### src/rtl/sram_like_arbiter.sv
// sram_like_arbiter: shares one sram-like slave port between the inst and data masters
//   and routes each completion back to the master that issued it, in request order.
//   Optional macro ARB_ROUND_ROBIN_EN: round-robin idle selection instead of data>inst.
//   Ports: aclk/areset (async, active-high); inst_* and data_* master sides
//   (req/wr/size|strb/addr/wdata in, rdata/addr_ok/data_ok out); m_* slave side;
//   outstanding = occupancy of the in-order id FIFO.
module sram_like_arbiter #(
  parameter int MAX_OUT = 4,
  parameter int PTR_W   = 2
) (
  input  logic             aclk,
  input  logic             areset,
  input  logic             inst_req,
  input  logic             inst_wr,
  input  logic [1:0]       inst_size,
  input  logic [31:0]      inst_addr,
  input  logic [31:0]      inst_wdata,
  output logic [31:0]      inst_rdata,
  output logic             inst_addr_ok,
  output logic             inst_data_ok,
  input  logic             data_req,
  input  logic             data_wr,
  input  logic [3:0]       data_strb,
  input  logic [31:0]      data_addr,
  input  logic [31:0]      data_wdata,
  output logic [31:0]      data_rdata,
  output logic             data_addr_ok,
  output logic             data_data_ok,
  output logic             m_req,
  output logic             m_wr,
  output logic [1:0]       m_size,
  output logic [3:0]       m_strb,
  output logic [31:0]      m_addr,
  output logic [31:0]      m_wdata,
  input  logic [31:0]      m_rdata,
  input  logic             m_addr_ok,
  input  logic             m_data_ok,
  output logic [PTR_W:0]   outstanding
);
  typedef enum logic {IDLE, HOLD} state_t;
  state_t             r_state, w_next;
  logic               r_lock_id;
  logic [MAX_OUT-1:0] r_fifo;
  logic [PTR_W:0]     r_wr_ptr, r_rd_ptr;
  logic               w_idle_id, w_sel_vld, w_sel_id, w_full, w_accept, w_pop, w_head;
`ifdef ARB_ROUND_ROBIN_EN
  logic r_rr;
  // r_rr names the master that wins a tie; a lone requester always wins
  assign w_idle_id = (inst_req & data_req) ? r_rr : data_req;
`else
  assign w_idle_id = data_req;
`endif
  assign w_sel_vld    = (r_state == HOLD) | inst_req | data_req;
  assign w_sel_id     = (r_state == HOLD) ? r_lock_id : w_idle_id;
  assign outstanding  = r_wr_ptr - r_rd_ptr;
  assign w_full       = outstanding == (PTR_W+1)'(MAX_OUT);
  assign m_req        = w_sel_vld & (w_sel_id ? data_req : inst_req) & ~w_full;
  assign m_wr         = w_sel_vld & (w_sel_id ? data_wr : inst_wr);
  assign m_size       = ~w_sel_vld ? 2'b00 : w_sel_id ? 2'b10 : inst_size;
  assign m_strb       = ~w_sel_vld ? 4'h0 : w_sel_id ? data_strb : 4'hf;
  assign m_addr       = ~w_sel_vld ? 32'h0 : w_sel_id ? data_addr : inst_addr;
  assign m_wdata      = ~w_sel_vld ? 32'h0 : w_sel_id ? data_wdata : inst_wdata;
  assign w_accept     = m_req & m_addr_ok;
  // a data_ok with nothing outstanding is a protocol error and is dropped
  assign w_pop        = m_data_ok & (outstanding != '0);
  assign w_head       = r_fifo[r_rd_ptr[PTR_W-1:0]];
  assign inst_addr_ok = w_accept & ~w_sel_id;
  assign data_addr_ok = w_accept & w_sel_id;
  assign inst_data_ok = w_pop & ~w_head;
  assign data_data_ok = w_pop & w_head;
  assign inst_rdata   = m_rdata;
  assign data_rdata   = m_rdata;
  always_comb begin
    w_next = r_state;
    w_next = (r_state == IDLE) ? ((m_req & ~m_addr_ok) ? HOLD : IDLE) : (w_accept ? IDLE : HOLD);
  end
  always_ff @(posedge aclk or posedge areset) begin
    if (areset) begin
      r_state   <= IDLE;
      r_lock_id <= 1'b0;
      r_fifo    <= '0;
      r_wr_ptr  <= '0;
      r_rd_ptr  <= '0;
`ifdef ARB_ROUND_ROBIN_EN
      r_rr      <= 1'b0;
`endif
    end else begin
      r_state   <= w_next;
      r_lock_id <= (r_state == IDLE) ? w_sel_id : r_lock_id;
      if (w_accept) r_fifo[r_wr_ptr[PTR_W-1:0]] <= w_sel_id;
      if (w_accept) r_wr_ptr <= r_wr_ptr + 1'b1;
      if (w_pop) r_rd_ptr <= r_rd_ptr + 1'b1;
`ifdef ARB_ROUND_ROBIN_EN
      if (w_accept) r_rr <= ~w_sel_id;
`endif
    end
  end
endmodule

### config.mk
export PLATFORM = sky130hd
export DESIGN_NAME = sram_like_arbiter
export DESIGN_NICKNAME = d
export VERILOG_FILES = /design/src/rtl/sram_like_arbiter.sv
export SDC_FILE = /design/constraint.sdc
export NUM_CORES = 1
export LEC_CHECK = 0
export BUFFER_PORTS_ARGS = -buffer_cell sky130_fd_sc_hd__buf_2
export CORE_AREA = 5 5 120 122
export CTS_BUF_LIST = sky130_fd_sc_hd__clkbuf_16
export CTS_CLUSTER_DIAMETER = 150
export CTS_CLUSTER_SIZE = 20
export DETAILED_ROUTE_END_ITERATION = 8
export DIE_AREA = 0 0 125 127
export PLACE_DENSITY = 0.49
export SLEW_MARGIN = 20
export SYNTH_ARGS = -nofsm -noshare
export SYNTH_HDL_FRONTEND = slang
export SYNTH_SLANG_ARGS = --single-unit
### constraint.sdc
create_clock -name aclk -period 2.4 [get_ports aclk]
set_input_delay 0.12 -clock aclk [delete_from_list [all_inputs] [get_ports aclk]]
set_output_delay 0.12 -clock aclk [all_outputs]
set_load 0.05 [all_outputs]
# [Yosys cells after proc, flatten, opt, wreduce, memory -nomap -nowiden]
# Cells that the tools add are included.
[totals] register_bits=12 input_bits=174 output_inout_bits=143 elab_cells=49
[classes] n_addsub=3 magnitude_cmp=3 n_eq_ne=1 n_mux=19 n_bitwise=16 reduce_logical=2
[ops] cell="2-to-1 mux 32 bit" count=4
[ops] cell="bitwise AND 1 bit" count=10
[ops] cell="2-to-1 mux 1 bit" count=8
[ops] cell="2-to-1 mux 4 bit" count=2
[ops] cell="adder 3 x 1 -> 3 bit, second input constant" count=2
[ops] cell="less-than comparator 2 x 3 -> 1 bit, second input constant" count=2
[ops] cell="bitwise mux 4 bit" count=1
[ops] cell="2-to-1 mux 2 bit" count=2
[ops] cell="inverter 1 bit" count=4
[ops] cell="== test 3 bit, second input constant" count=1
[ops] cell="nonzero test 3 bit" count=1
[ops] cell="subtractor 3 bit" count=1
[ops] cell="binary-select mux 1 bit (select 2 bit)" count=1
[ops] cell="demux 1 bit (select 2 bit)" count=1
[ops] cell="greater-or-equal comparator 2 x 1 -> 1 bit, second input constant" count=1
[ops] cell="OR 1 bit" count=2
[ops] cell="logical AND 1 bit" count=1

# [Depth between registers and ports, before layout]
[depth] word_depth=7 depth_mapped=9

# [Least setup slack after synthesis]
# OpenSTA, ideal clock, no wires.
[synth_timing] path_kind="flip-flop to output port" start="register r_wr_ptr[0]" end="output data_addr_ok" arrival_ns=2.536 setup_slack_ns=-0.256 stages_incl_launch_ff=9 cell_sequence="dfrtp_1 -> inv_1 -> ha_1 -> fa_1 -> inv_1 -> or3_1 -> buf_2 -> nand3_1 -> nor2_1"
[synth_between] elab_chain_cells=6
[synth_lines] element="start, declared" line_no="44" source="logic [PTR_W:0] r_wr_ptr, r_rd_ptr;"
[synth_lines] element="start signal, assigned" line_no="91" source="if (w_accept) r_wr_ptr <= r_wr_ptr + 1'b1;"
[synth_lines] element="subtractor 3 bit" line_no="55" source="assign outstanding = r_wr_ptr - r_rd_ptr;"
[synth_lines] element="via outstanding[1]" line_no="38" source="output logic [PTR_W:0] outstanding"
[synth_lines] element="== test 3 bit" line_no="56" source="assign w_full = outstanding == (PTR_W+1)'(MAX_OUT);"
[synth_lines] element="inverter 1 bit" line_no="57" source="assign m_req = w_sel_vld & (w_sel_id ? data_req : inst_req) & ~w_full;"
[synth_lines] element="bitwise AND 1 bit" line_no="57"
[synth_lines] element="bitwise AND 1 bit" line_no="63" source="assign w_accept = m_req & m_addr_ok;"
[synth_lines] element="bitwise AND 1 bit" line_no="68" source="assign data_addr_ok = w_accept & w_sel_id;"
[synth_lines] element="end, declared" line_no="27" source="output logic data_addr_ok,"
# The timed path passes the listed nets, and every way through them passes these cells.

# [Worst setup path in the final report]
[layout_timing] start="register r_wr_ptr[0]" end="output inst_addr_ok"
[layout_between] elab_chain_cells=6
[layout_lines] element="subtractor 3 bit" line_no="55"
[layout_lines] element="== test 3 bit" line_no="56"
[layout_lines] element="inverter 1 bit" line_no="57"
[layout_lines] element="bitwise AND 1 bit" line_no="57"
[layout_lines] element="bitwise AND 1 bit" line_no="63"
[layout_lines] element="bitwise AND 1 bit" line_no="67" source="assign inst_addr_ok = w_accept & ~w_sel_id;"
[layout_lines] element="end, declared" line_no="19" source="output logic inst_addr_ok,"
# No other way between the ends.

==> impl_results.md <==
- Met1 Wirelength: 2870 um
- All-Layer GR Usage: under 10%
- Power per cell area: 2160 nW/um2
- CP Max Fanout: 7
- CTS Buffer Depth: 2
- Max_slew headroom: 56.0%
- Clock Sink Count: 12
- Clock period minus final worst setup slack: roughly 2.3 ns
- Placed Area: 2900 um2
- Most numerous cell in the Yosys netlist: a22o_1
- Final WL: between 8000 and 9000 um
- Worst path top cell family by delay: adder cells
- Worst-path cell chain: inv_1, ha_1, fa_1, inv_1, or3_4, nand3_4, nor2_4, buf_4
- Largest net degree at the start of global routing: 69
- Most frequent CP cell: inv_1
- Critical path's slowest cell: fa_1
- Clock skew: roughly 0.0027 ns
- Num CTS Buffers: 3
- Setup crit end kind: output port
- WL/cell: 14.8 um
- Post-synthesis net count: 400
- H-tree depth: 1
- Post-synth top cells: 65 x a22o_1, 64 x buf_4, 12 x dfrtp_1, 12 x nor2_1, 9 x clkbuf_1
- Post-Layout Inst Area: 3030 um2
- I/O Buffers: 220
- #FFs+latches synth: 12
- Final hold slack: 0.195 ns
- Final hold viol count: 0
- Highest metal used: met4
- Residual DRC count: 0
- Initial Util: 14.4%
- Fin nets: 553
- Status: completed
- DIE WIDTH: 125 um
- Clock Latency Late Sink: 0.24 ns
- Worst min-delay path class: in2reg
- WL met3: 809 um
- Synth area leader: a22o_1
- Vias in the first global route: 2365
- Tcrit/Tclk final: a little over nine tenths
- Row count: 42
- Total negative slack: 0 ns
- Chip height: 127 um
- Antenna Nets Post-Route: 0
- Unique masters post-synth: 34
- RSZ-0062 raised after global routing: false
- Via density per instance: 4.07
- CP Class: reg2out
- CP Data Arrival Time: approximately 2.2 ns
- ANT cells: 0
- Worst vdd ir: 0.888 mV
- Die area: between 15000 and 20000 um2
- Asr flop ratio synth: 100%
- Crit path buffers/inverters: 3
- Num ports: 317
- Slew @ Worst Pin: 0.660 ns
- Initial antenna violation count: 0
- Post-synthesis sequential area ratio: 16.0%
- Syn Area/Cell: 8.59 um2
- Critical Path Max Stage Delay: around 0.50 ns
- Root buf cell: clkbuf_16
- Leakage: 1.68 nW
- Share of cells above drive strength 1: 65.5%
- Number of DRC markers in iteration 0: 54
- Met2 wire length: 4300 um
- Number of flops mapped to enable cells by yosys: 0
- TritonCTS clock tree: built
- Clock transition at path regs: 0.04 ns
- Yosys top cell area share: 30.3%
- Pins Over Slew Limit: 0
- Via Count: approximately 2.2k
- DP HPWL: 6870 um
- Maximum clock rate: 0.430 GHz
- Global-route wire length before repair: 12000 um
- Gr ovfl total: 0
- CP required: 2.28 ns
- Setup crit start kind: register
- Reg-to-reg slack, setup: 0.13 ns
- Post-Layout Cell Count: 547
- Synth-to-Final Area Change: 61.3%
- Cell count after placement: 540
- Max-Cap Viols: 0
- Cells after synthesis: 219
- Gpl congestion: a little under 0.8
- Final Util: between 20% and 30%
- Drt pass-1 iters: 4
- Ranking of synthesized cells by area: a22o_1 30%, buf_4 26%, dfrtp_1 16%
- Mapped Area: 1880 um2
- Yosys Warn Count: 0
- Core Region: between 10000 and 15000 um2
- Most used flip-flop cell after synthesis: dfrtp_1
- Final setup fails: 0
-- area by class of cell --
cell class | instances | area (um2)
Fill cell | 1427 | 10100
Timing Repair Buffer | 229 | 1380
Multi-Input combinational cell | 117 | 1020
Sequential cell | 12 | 300
Tap cell | 176 | 220
Clock buffer | 3 | 75.1
Inverter | 9 | 33.8
Clock inverter | 1 | 3.75
-- cell families after synthesis --
group	after synthesis	share of synthesized area, %
AOI/OAI and AO/OA	76	34.5
DFF	12	16.0
xor gates and xnor gates	5	3.06
and+or+nand+nor	25	6.65
muxes	4	3.19
adders and majority gates	7	5.06
buffers and inverters	90	31.5
-- metal layers --
metal	track usage, %	vias to the layer above
met5	0	-
met4	1.91	0
met3	2.96	11
met2	17.3	158
met1	9.48	1017
li1	-	1042
-- path summary, 6_finish.rpt --
| path | startpoint | end | depth (start not counted) |
|---|---|---|---|
| max | r_wr_ptr[0]$_DFFE_PP0P_ | inst_addr_ok | 8 |
| min | m_data_ok | r_rd_ptr[2]$_DFFE_PP0P_ | 3 |
| max reg2reg | r_wr_ptr[0]$_DFFE_PP0P_ | r_fifo[3]$_DFFE_PP0P_ | 7 |
| min reg2reg | r_wr_ptr[2]$_DFFE_PP0P_ | r_wr_ptr[2]$_DFFE_PP0P_ | 1 |
| max in group asynchronous | areset | r_fifo[3]$_DFFE_PP0P_ | 3 |
| min in group asynchronous | areset | r_wr_ptr[0]$_DFFE_PP0P_ | 3 |
-- placed cells by master (no fill, tap or decap), types with 2 or more instances in the layout --
cell type / count
nor2_1: 9
nand3_1: 2
nor2_4: 2
o21a_1: 2
xnor2_1: 3
dfrtp_1: 12
nand2_1: 2
ha_1: 6
a22o_1: 65
buf_4: 9
buf_2: 205
clkbuf_16: 3
buf_12: 13
a41oi_1: 3
inv_1: 8
a31oi_1: 3
-- registers in the layout (all words and copies together), names as in the netlist, named ones only --
register and count:
r_rd_ptr 3, r_fifo 4, r_lock_id 1, r_wr_ptr 3
-- per-stage QoR --
stage | setup WS, ns | total power [mW]
final | 0.0737 | 6.55
after global placement | 0.0628 | 6.10
after global routing | 0.00471 | 6.88
after floorplan | -0.191 | 4.84
after CTS | 0.00200 | 6.57
after detailed placement | 0.0224 | 6.16
-- worst reg2reg max path: stages (launching register included) --
cell and delay (ns):
dfrtp_1 0.34, inv_1 0.06, ha_1 0.20, fa_1 0.50, inv_1 0.06, or3_4 0.44, and4_1 0.25, mux2_1 0.31
-- power by group --
part | leakage (nW) | internal, mW | switching (mW)
combinational | 1.50 | 1.82 | 4.01
sequential | 0.140 | 0.312 | 0.0961
clock | 0.0385 | 0.219 | 0.0870
-- timing repair --
action                                  4_1_cts  5_1_grt
hold buffers                                  1        0
endpoints found under the setup margin        3        4
gates cloned                                  0        0
pin swaps                                     1        1
buffers inserted                              2        0
gates resized for setup                       3        9
hold endpoints to repair                     12        0
Note: power is estimated with default switching activity, not from simulation.
